[config.mk]
export PLATFORM = sky130hd
export DESIGN_NAME = map_sprite_writer
export DESIGN_NICKNAME = d
export VERILOG_FILES = /design/src/rtl/map_pkg.sv /design/src/rtl/rr_arbiter.sv /design/src/rtl/map_sprite_writer.sv
export SDC_FILE = /design/constraint.sdc
export NUM_CORES = 1
export LEC_CHECK = 0
export ABC_AREA = 1
export ABC_CLOCK_PERIOD_IN_PS = 6600
export CORE_MARGIN = 10
export CORE_UTILIZATION = 35
export DETAILED_ROUTE_END_ITERATION = 10
export DONT_BUFFER_PORTS = 1
export PLACE_DENSITY = 0.62
export SYNTH_ARGS = -nofsm -noshare
export SYNTH_HDL_FRONTEND = slang
export SYNTH_SLANG_ARGS = --single-unit
[constraint.sdc]
create_clock -name CLOCK_50 -period 6.6 [get_ports CLOCK_50]
set_input_delay 1.32 -clock CLOCK_50 [delete_from_list [all_inputs] [get_ports CLOCK_50]]
set_output_delay 1.32 -clock CLOCK_50 [all_outputs]
set_load 0.05 [all_outputs]
[src/rtl/map_pkg.sv]
// Shared tile codes, map geometry defaults, FSM states and row-word slicing for the map RAM writer.
package map_pkg;

   localparam logic [3:0] TILE_EMPTY  = 4'h0;
   localparam logic [3:0] TILE_WALL   = 4'h1;
   localparam logic [3:0] TILE_PILL   = 4'h2;
   localparam logic [3:0] TILE_PACMAN = 4'h3;
   localparam logic [3:0] TILE_GHOST  = 4'h4;

   localparam int MAP_COLS = 40;
   localparam int MAP_ROWS = 30;

   typedef enum logic [3:0] {
      ST_IDLE,
      ST_REJECT,
      ST_CHK_RD,
      ST_CHK_WAIT,
      ST_CUR_RD,
      ST_CUR_WAIT,
      ST_CUR_WR,
      ST_NXT_RD,
      ST_NXT_WAIT,
      ST_NXT_WR,
      ST_DONE
   } map_state_t;

   // Column 0 sits at the MSB end of the row word.
   function automatic int tile_lsb(input int col, input int cols, input int tile_w);
      return (cols - 1 - col) * tile_w;
   endfunction

endpackage

[src/rtl/rr_arbiter.sv]
// Round-robin arbiter: combinational grant of the lowest requester at or after the pointer;
// the pointer moves past the winner only when advance is asserted.
module rr_arbiter #(
   parameter int N     = 3,
   parameter int IDX_W = (N > 1) ? $clog2(N) : 1
) (
   input  logic             clk,
   input  logic             rst,
   input  logic [N-1:0]     req,
   input  logic             advance,
   output logic [N-1:0]     grant,
   output logic [IDX_W-1:0] index,
   output logic             any
);

   logic [IDX_W-1:0] ptr_q;

   always_comb begin
      int c;
      c     = 0;
      any   = 1'b0;
      index = '0;
      grant = '0;
      for (int i = 0; i < N; i++) begin
         c = (int'(ptr_q) + i) % N;
         if (!any && req[c]) begin
            any   = 1'b1;
            index = IDX_W'(c);
         end
      end
      if (any) grant[index] = 1'b1;
   end

   always_ff @(posedge clk or posedge rst) begin
      if (rst) begin
         ptr_q <= '0;
      end else if (advance && any) begin
         ptr_q <= (index == IDX_W'(N - 1)) ? '0 : index + 1'b1;
      end
   end

endmodule

[src/rtl/map_sprite_writer.sv]
// Arbitrated read-modify-write sprite mover on map_RAM port B: done 9 cycles after grant, 3 if walled, 2 if rejected.
// Requests are levels held until done; MAP_PILL_COUNT_EN adds a saturating pill counter for channel 0.
module map_sprite_writer
   import map_pkg::*;
#(
   parameter int                      N_SPR        = 3,
   parameter int                      COLS         = MAP_COLS,
   parameter int                      ROWS         = MAP_ROWS,
   parameter int                      TILE_W       = 4,
   parameter int                      X_W          = 6,
   parameter int                      Y_W          = 5,
   parameter logic [N_SPR*TILE_W-1:0] SPR_CODES    = {4'h4, 4'h4, 4'h3},
   parameter logic [N_SPR-1:0]        RESTORE_MASK = 3'b110
) (
   input  logic                     CLOCK_50,
   input  logic                     reset,
   input  logic [N_SPR-1:0]         req,
   input  logic [N_SPR*X_W-1:0]     curr_x,
   input  logic [N_SPR*Y_W-1:0]     curr_y,
   input  logic [N_SPR*X_W-1:0]     next_x,
   input  logic [N_SPR*Y_W-1:0]     next_y,
   output logic [N_SPR-1:0]         done,
   output logic                     blocked,
   output logic [TILE_W-1:0]        hit_code,
   output logic [Y_W-1:0]           ram_addr,
   output logic [COLS*TILE_W-1:0]   ram_wdata,
   output logic                     ram_wren,
   input  logic [COLS*TILE_W-1:0]   ram_rdata,
   output logic [15:0]              pill_count
);

   localparam int IDX_W = (N_SPR > 1) ? $clog2(N_SPR) : 1;
   localparam int ROW_W = COLS * TILE_W;
   localparam logic [TILE_W-1:0] T_EMPTY = TILE_W'(TILE_EMPTY);
   localparam logic [TILE_W-1:0] T_WALL  = TILE_W'(TILE_WALL);

   map_state_t         state_q, state_d;
   logic [N_SPR-1:0]   arb_grant;
   logic [IDX_W-1:0]   arb_index;
   logic               arb_any;

   logic [N_SPR-1:0]   gnt_q;
   logic [IDX_W-1:0]   g_q;
   logic [X_W-1:0]     cx_q, nx_q, sel_cx, sel_nx;
   logic [Y_W-1:0]     cy_q, ny_q, sel_cy, sel_ny;
   logic               reject;
   logic               blocked_q;
   logic [TILE_W-1:0]  hit_q;
   logic [ROW_W-1:0]   row_q;
   logic [TILE_W-1:0]  under [N_SPR];
   logic [TILE_W-1:0]  chk_tile, restore_code, spr_code;
   logic               hit_is_spr;

   rr_arbiter #(.N(N_SPR), .IDX_W(IDX_W)) u_arb (
      .clk     (CLOCK_50),
      .rst     (reset),
      .req     (req),
      .advance (state_q == ST_IDLE),
      .grant   (arb_grant),
      .index   (arb_index),
      .any     (arb_any)
   );

   assign sel_cx = curr_x[int'(arb_index)*X_W +: X_W];
   assign sel_cy = curr_y[int'(arb_index)*Y_W +: Y_W];
   assign sel_nx = next_x[int'(arb_index)*X_W +: X_W];
   assign sel_ny = next_y[int'(arb_index)*Y_W +: Y_W];

   // Off-map targets and zero-length moves never touch the RAM.
   assign reject = (int'(sel_nx) >= COLS) || (int'(sel_ny) >= ROWS) ||
                   ((sel_nx == sel_cx) && (sel_ny == sel_cy));

   assign chk_tile     = ram_rdata[tile_lsb(int'(nx_q), COLS, TILE_W) +: TILE_W];
   assign restore_code = RESTORE_MASK[g_q] ? under[g_q] : T_EMPTY;
   assign spr_code     = SPR_CODES[int'(g_q)*TILE_W +: TILE_W];

   always_comb begin
      hit_is_spr = 1'b0;
      for (int i = 0; i < N_SPR; i++) begin
         if (hit_q == SPR_CODES[i*TILE_W +: TILE_W]) hit_is_spr = 1'b1;
      end
   end

   always_ff @(posedge CLOCK_50 or posedge reset) begin
      if (reset) state_q <= ST_IDLE;
      else       state_q <= state_d;
   end

   always_comb begin
      state_d = state_q;
      case (state_q)
         ST_IDLE:     if (arb_any) state_d = reject ? ST_REJECT : ST_CHK_RD;
         ST_REJECT:   state_d = ST_DONE;
         ST_CHK_RD:   state_d = ST_CHK_WAIT;
         ST_CHK_WAIT: state_d = (chk_tile == T_WALL) ? ST_DONE : ST_CUR_RD;
         ST_CUR_RD:   state_d = ST_CUR_WAIT;
         ST_CUR_WAIT: state_d = ST_CUR_WR;
         ST_CUR_WR:   state_d = ST_NXT_RD;
         ST_NXT_RD:   state_d = ST_NXT_WAIT;
         ST_NXT_WAIT: state_d = ST_NXT_WR;
         ST_NXT_WR:   state_d = ST_DONE;
         ST_DONE:     state_d = ST_IDLE;
         default:     state_d = ST_IDLE;
      endcase
   end

   always_comb begin
      done      = '0;
      blocked   = 1'b0;
      hit_code  = hit_q;
      ram_wren  = 1'b0;
      ram_addr  = '0;
      ram_wdata = '0;
      case (state_q)
         ST_CHK_RD, ST_CHK_WAIT, ST_NXT_RD, ST_NXT_WAIT: ram_addr = ny_q;
         ST_CUR_RD, ST_CUR_WAIT: ram_addr = cy_q;
         ST_CUR_WR: begin
            ram_addr  = cy_q;
            ram_wren  = 1'b1;
            ram_wdata = row_q;
            ram_wdata[tile_lsb(int'(cx_q), COLS, TILE_W) +: TILE_W] = restore_code;
         end
         ST_NXT_WR: begin
            ram_addr  = ny_q;
            ram_wren  = 1'b1;
            ram_wdata = row_q;
            ram_wdata[tile_lsb(int'(nx_q), COLS, TILE_W) +: TILE_W] = spr_code;
         end
         ST_DONE: begin
            done    = gnt_q;
            blocked = blocked_q;
         end
         default: ;
      endcase
   end

   always_ff @(posedge CLOCK_50 or posedge reset) begin
      if (reset) begin
         gnt_q     <= '0;
         g_q       <= '0;
         cx_q      <= '0;
         cy_q      <= '0;
         nx_q      <= '0;
         ny_q      <= '0;
         blocked_q <= 1'b0;
         hit_q     <= T_EMPTY;
         row_q     <= '0;
         for (int i = 0; i < N_SPR; i++) under[i] <= T_EMPTY;
      end else begin
         case (state_q)
            ST_IDLE: if (arb_any) begin
               gnt_q     <= arb_grant;
               g_q       <= arb_index;
               cx_q      <= sel_cx;
               cy_q      <= sel_cy;
               nx_q      <= sel_nx;
               ny_q      <= sel_ny;
               blocked_q <= reject;
               hit_q     <= T_EMPTY;
            end
            ST_CHK_WAIT: begin
               hit_q <= chk_tile;
               if (chk_tile == T_WALL) blocked_q <= 1'b1;
            end
            ST_CUR_WAIT, ST_NXT_WAIT: row_q <= ram_rdata;
            // Standing on another sprite must not leave a stale sprite behind later.
            ST_NXT_WR: under[g_q] <= hit_is_spr ? T_EMPTY : hit_q;
            default: ;
         endcase
      end
   end

`ifdef MAP_PILL_COUNT_EN
   localparam logic [TILE_W-1:0] T_PILL = TILE_W'(TILE_PILL);
   logic [15:0] pill_q;

   always_ff @(posedge CLOCK_50 or posedge reset) begin
      if (reset) begin
         pill_q <= '0;
      end else if ((state_q == ST_NXT_WR) && (g_q == '0) && (hit_q == T_PILL) &&
                   (pill_q != 16'hFFFF)) begin
         pill_q <= pill_q + 16'd1;
      end
   end

   assign pill_count = pill_q;
`else
   assign pill_count = 16'h0;
`endif

endmodule

==> qor.txt <==
Yosys reg bits = 208
CP required = 5.28 ns
core area = 48950 um^2
Slew @ Worst Pin = 1.315 ns
vias in the first global route = 18.44k
PwrDens = 575.3 nW/um^2
Routability Congestion = 1.023
CP startpoint kind = register
dominant cells by area after synthesis = dfrtp_1 (30%), nand2_1 (18%), o21ai_0 (9.8%), nand3_1 (9.1%), inv_1 (6.8%)
layout cell share with drive strength beyond 1 = 7.506%
area leader, netlist = dfrtp_1
CTS tree = yes
cts bufs inserted = 28
FP Rows = 81
fin. max-slew vios = 0
endpoints failing setup = 0
status = finished clean
All-Layer GR Usage = 28.97%
CTS clk-pin slew, worst paths = 0.06 ns
Period Utilization, post-route = 96.26%
First DRT Iteration DRCs = 2361
die height = 242.7 um
Unique masters post-synth = 47
Post-CTS Resized = 0
Routed Antenna Nets = 0
port bufs = 0
largest net degree at the start of global routing = 240
CTS Buffer Depth = 3
syn_area_per_cell = 6.179 um^2
ys flop type = dfrtp_1
Hold Buf Count CTS = 0
root buffer cell = clkbuf_16
Setup TNS Final = 0 ns
critical-path maximum fanout = 13
Post-CTS Setup Bufs = 0
register area share after synthesis = 29.98%
final hold violation count = 0
Non-Filler Instances = 3453
initial antenna violation count = 12
skew final = 0.01826 ns
Max transition margin = 11.77%
Initial Util = 35.47%
Async S/R FF share, synth = 100.0%
Post-synth top cells = nand2_1 (826), o21ai_0 (339), inv_1 (315)
Skew-Pair Late Insertion Delay = 0.58 ns
Max VDD drop = 379.1 uV
reg2reg setup slack = 2.62 ns
Remaining DRCs = 0
vias per cell = 5.815
static leakage = 9.194 nW
Post-Synthesis Cells = 2810
CTS sink cnt = 208
Post-synth EDFFs = 0
via count = 20.08k
area of the multi-input gates = 10380 um^2
Die X = 242.7 um
Yosys Warn Count = 0
fillers = 5383
first-pass GRT wire length = 128.2 mm
placed cells = 3383
Max Cap Violations = 0
Layout area overhead = 9.779%
drt pass-1 iters = 6
I/O pin cnt = 421
detailed-placement wirelength estimate = 71.20 mm
FF/Latch Area = 5207 um^2
die area = 58910 um^2
post-DR wirelength/cell = 26.26 um
crit path kind = register to output port
Nets = 3005
Hold Path Class = register to register
RSZ-0062 raised after global routing = false
drt total wl = 90.66 mm
Setup crit end kind = output port
most common cell in the netlist = nand2_1
f_max = 157.4 MHz
Post-Syn Area = 17360 um^2
Synth top area share = 29.98%
H-Tree Depth = 1
GR Overflow Total = 0
CP Data Arrival Time = 5.03 ns
Final Critical Period = 6.353 ns
-- critical path, stage by stage, from the launching register on --
cell and delay, ns:
dfrtp_2 0.54, inv_1 0.16, ha_1 0.25, xnor2_2 0.29
nand2_2 0.12, nor2_1 0.26, inv_1 0.08, ha_1 0.27
inv_1 0.07, nand4_1 0.12, o41ai_2 0.31, nand3_1 0.16
nor2_2 0.18, nand2_1 0.12, nor2_2 0.25, nand3_1 0.26
inv_2 0.20, nand2_1 0.17, nand2_1 0.11, nand3_1 0.07
nand2_1 0.44
-- power by group --
| group | internal, mW | switching [mW] |
|---|---|---|
| clock network | 0.951 | 0.647 |
| registers | 1.89 | 0.378 |
| logic | 1.66 | 5.44 |
| total | 4.50 | 6.46 |
-- sequential cells by signal, indices dropped and copies added, names as in the netlist --
register and count:
cx_q 6, under 12, gnt_q 3, state_q 4, hit_code 4, ny_q 5
cy_q 5, g_q 2, blocked_q 1, nx_q 6, row_q 160
-- through the flow --
step	hold slack [ns]	power, mW	utilization (%)	cell area (um^2)	worst slack [ns]
after floorplan	0.4437	7.178	-	17420	1.286
final	0.4836	10.97	38.94	19060	0.2467
after detailed placement	0.4699	9.200	36.78	18000	0.8235
after global routing	0.5190	11.72	38.94	19060	0.005020
after global placement	0.4639	9.097	36.78	18000	0.9175
after CTS	0.4869	10.82	38.71	18950	0.1939
-- final cells by class --
cell class	count	share of cell area, %
Tap cell	664	4.359
Antenna cell	18	0.2363
Inverter	340	6.716
Multi-Input combinational cell	2125	54.47
Sequential cell	208	27.32
Clock inverter	7	0.5120
Timing Repair Buffer	46	1.943
Clock buffer	45	4.438
-- layer usage --
layer / GRT usage, % / wire, um
met1: 34.55 / 33950
met2: 46.68 / 41030
met3: 7.984 / 9974
met4: 15.64 / 5689
met5: 0 / 19
-- final timing paths --
check | start | endpoint | cells past startpoint
max | nx_q[3] | ram_wdata[153] | 20
min | under[1] | under[1] | 2
max reg2reg | nx_q[0] | state_q[1] | 15
min reg2reg | under[1] | under[1] | 2
max in group asynchronous | reset | row_q[87] | 2
min in group asynchronous | reset | hit_code[3] | 1
-- logic make-up after synthesis --
family          count (synthesis)  share of synthesized area (%)
fa+ha+maj                      25                          1.802
other cells                     1                        0.02160
buf+inv                       492                          11.26
xor+xnor                        6                         0.4324
mux                             6                         0.3891
flops                         208                          29.98
simple gates                 1456                          35.88
compound gates                616                          20.23
-- cells in the final DEF, fill, tap and decap left out, drive strengths merged, types with 2 or more instances in the layout --
master      n
a211oi      6
a21oi      99
a31oi       5
buf        46
bufinv      2
clkbuf     45
clkinv      6
clkinvlp    3
conb       16
dfrtp     208
diode      18
ha         25
inv       336
mux2        6
nand2     833
nand3     321
nand3b      9
nand4      17
nor2      251
nor3       15
nor4        9
o211ai     94
o21ai     359
o21bai      6
o221ai     23
o22ai      17
o31ai       4
xnor2       3
xor2        3
Power figures use the tool's default switching activity.
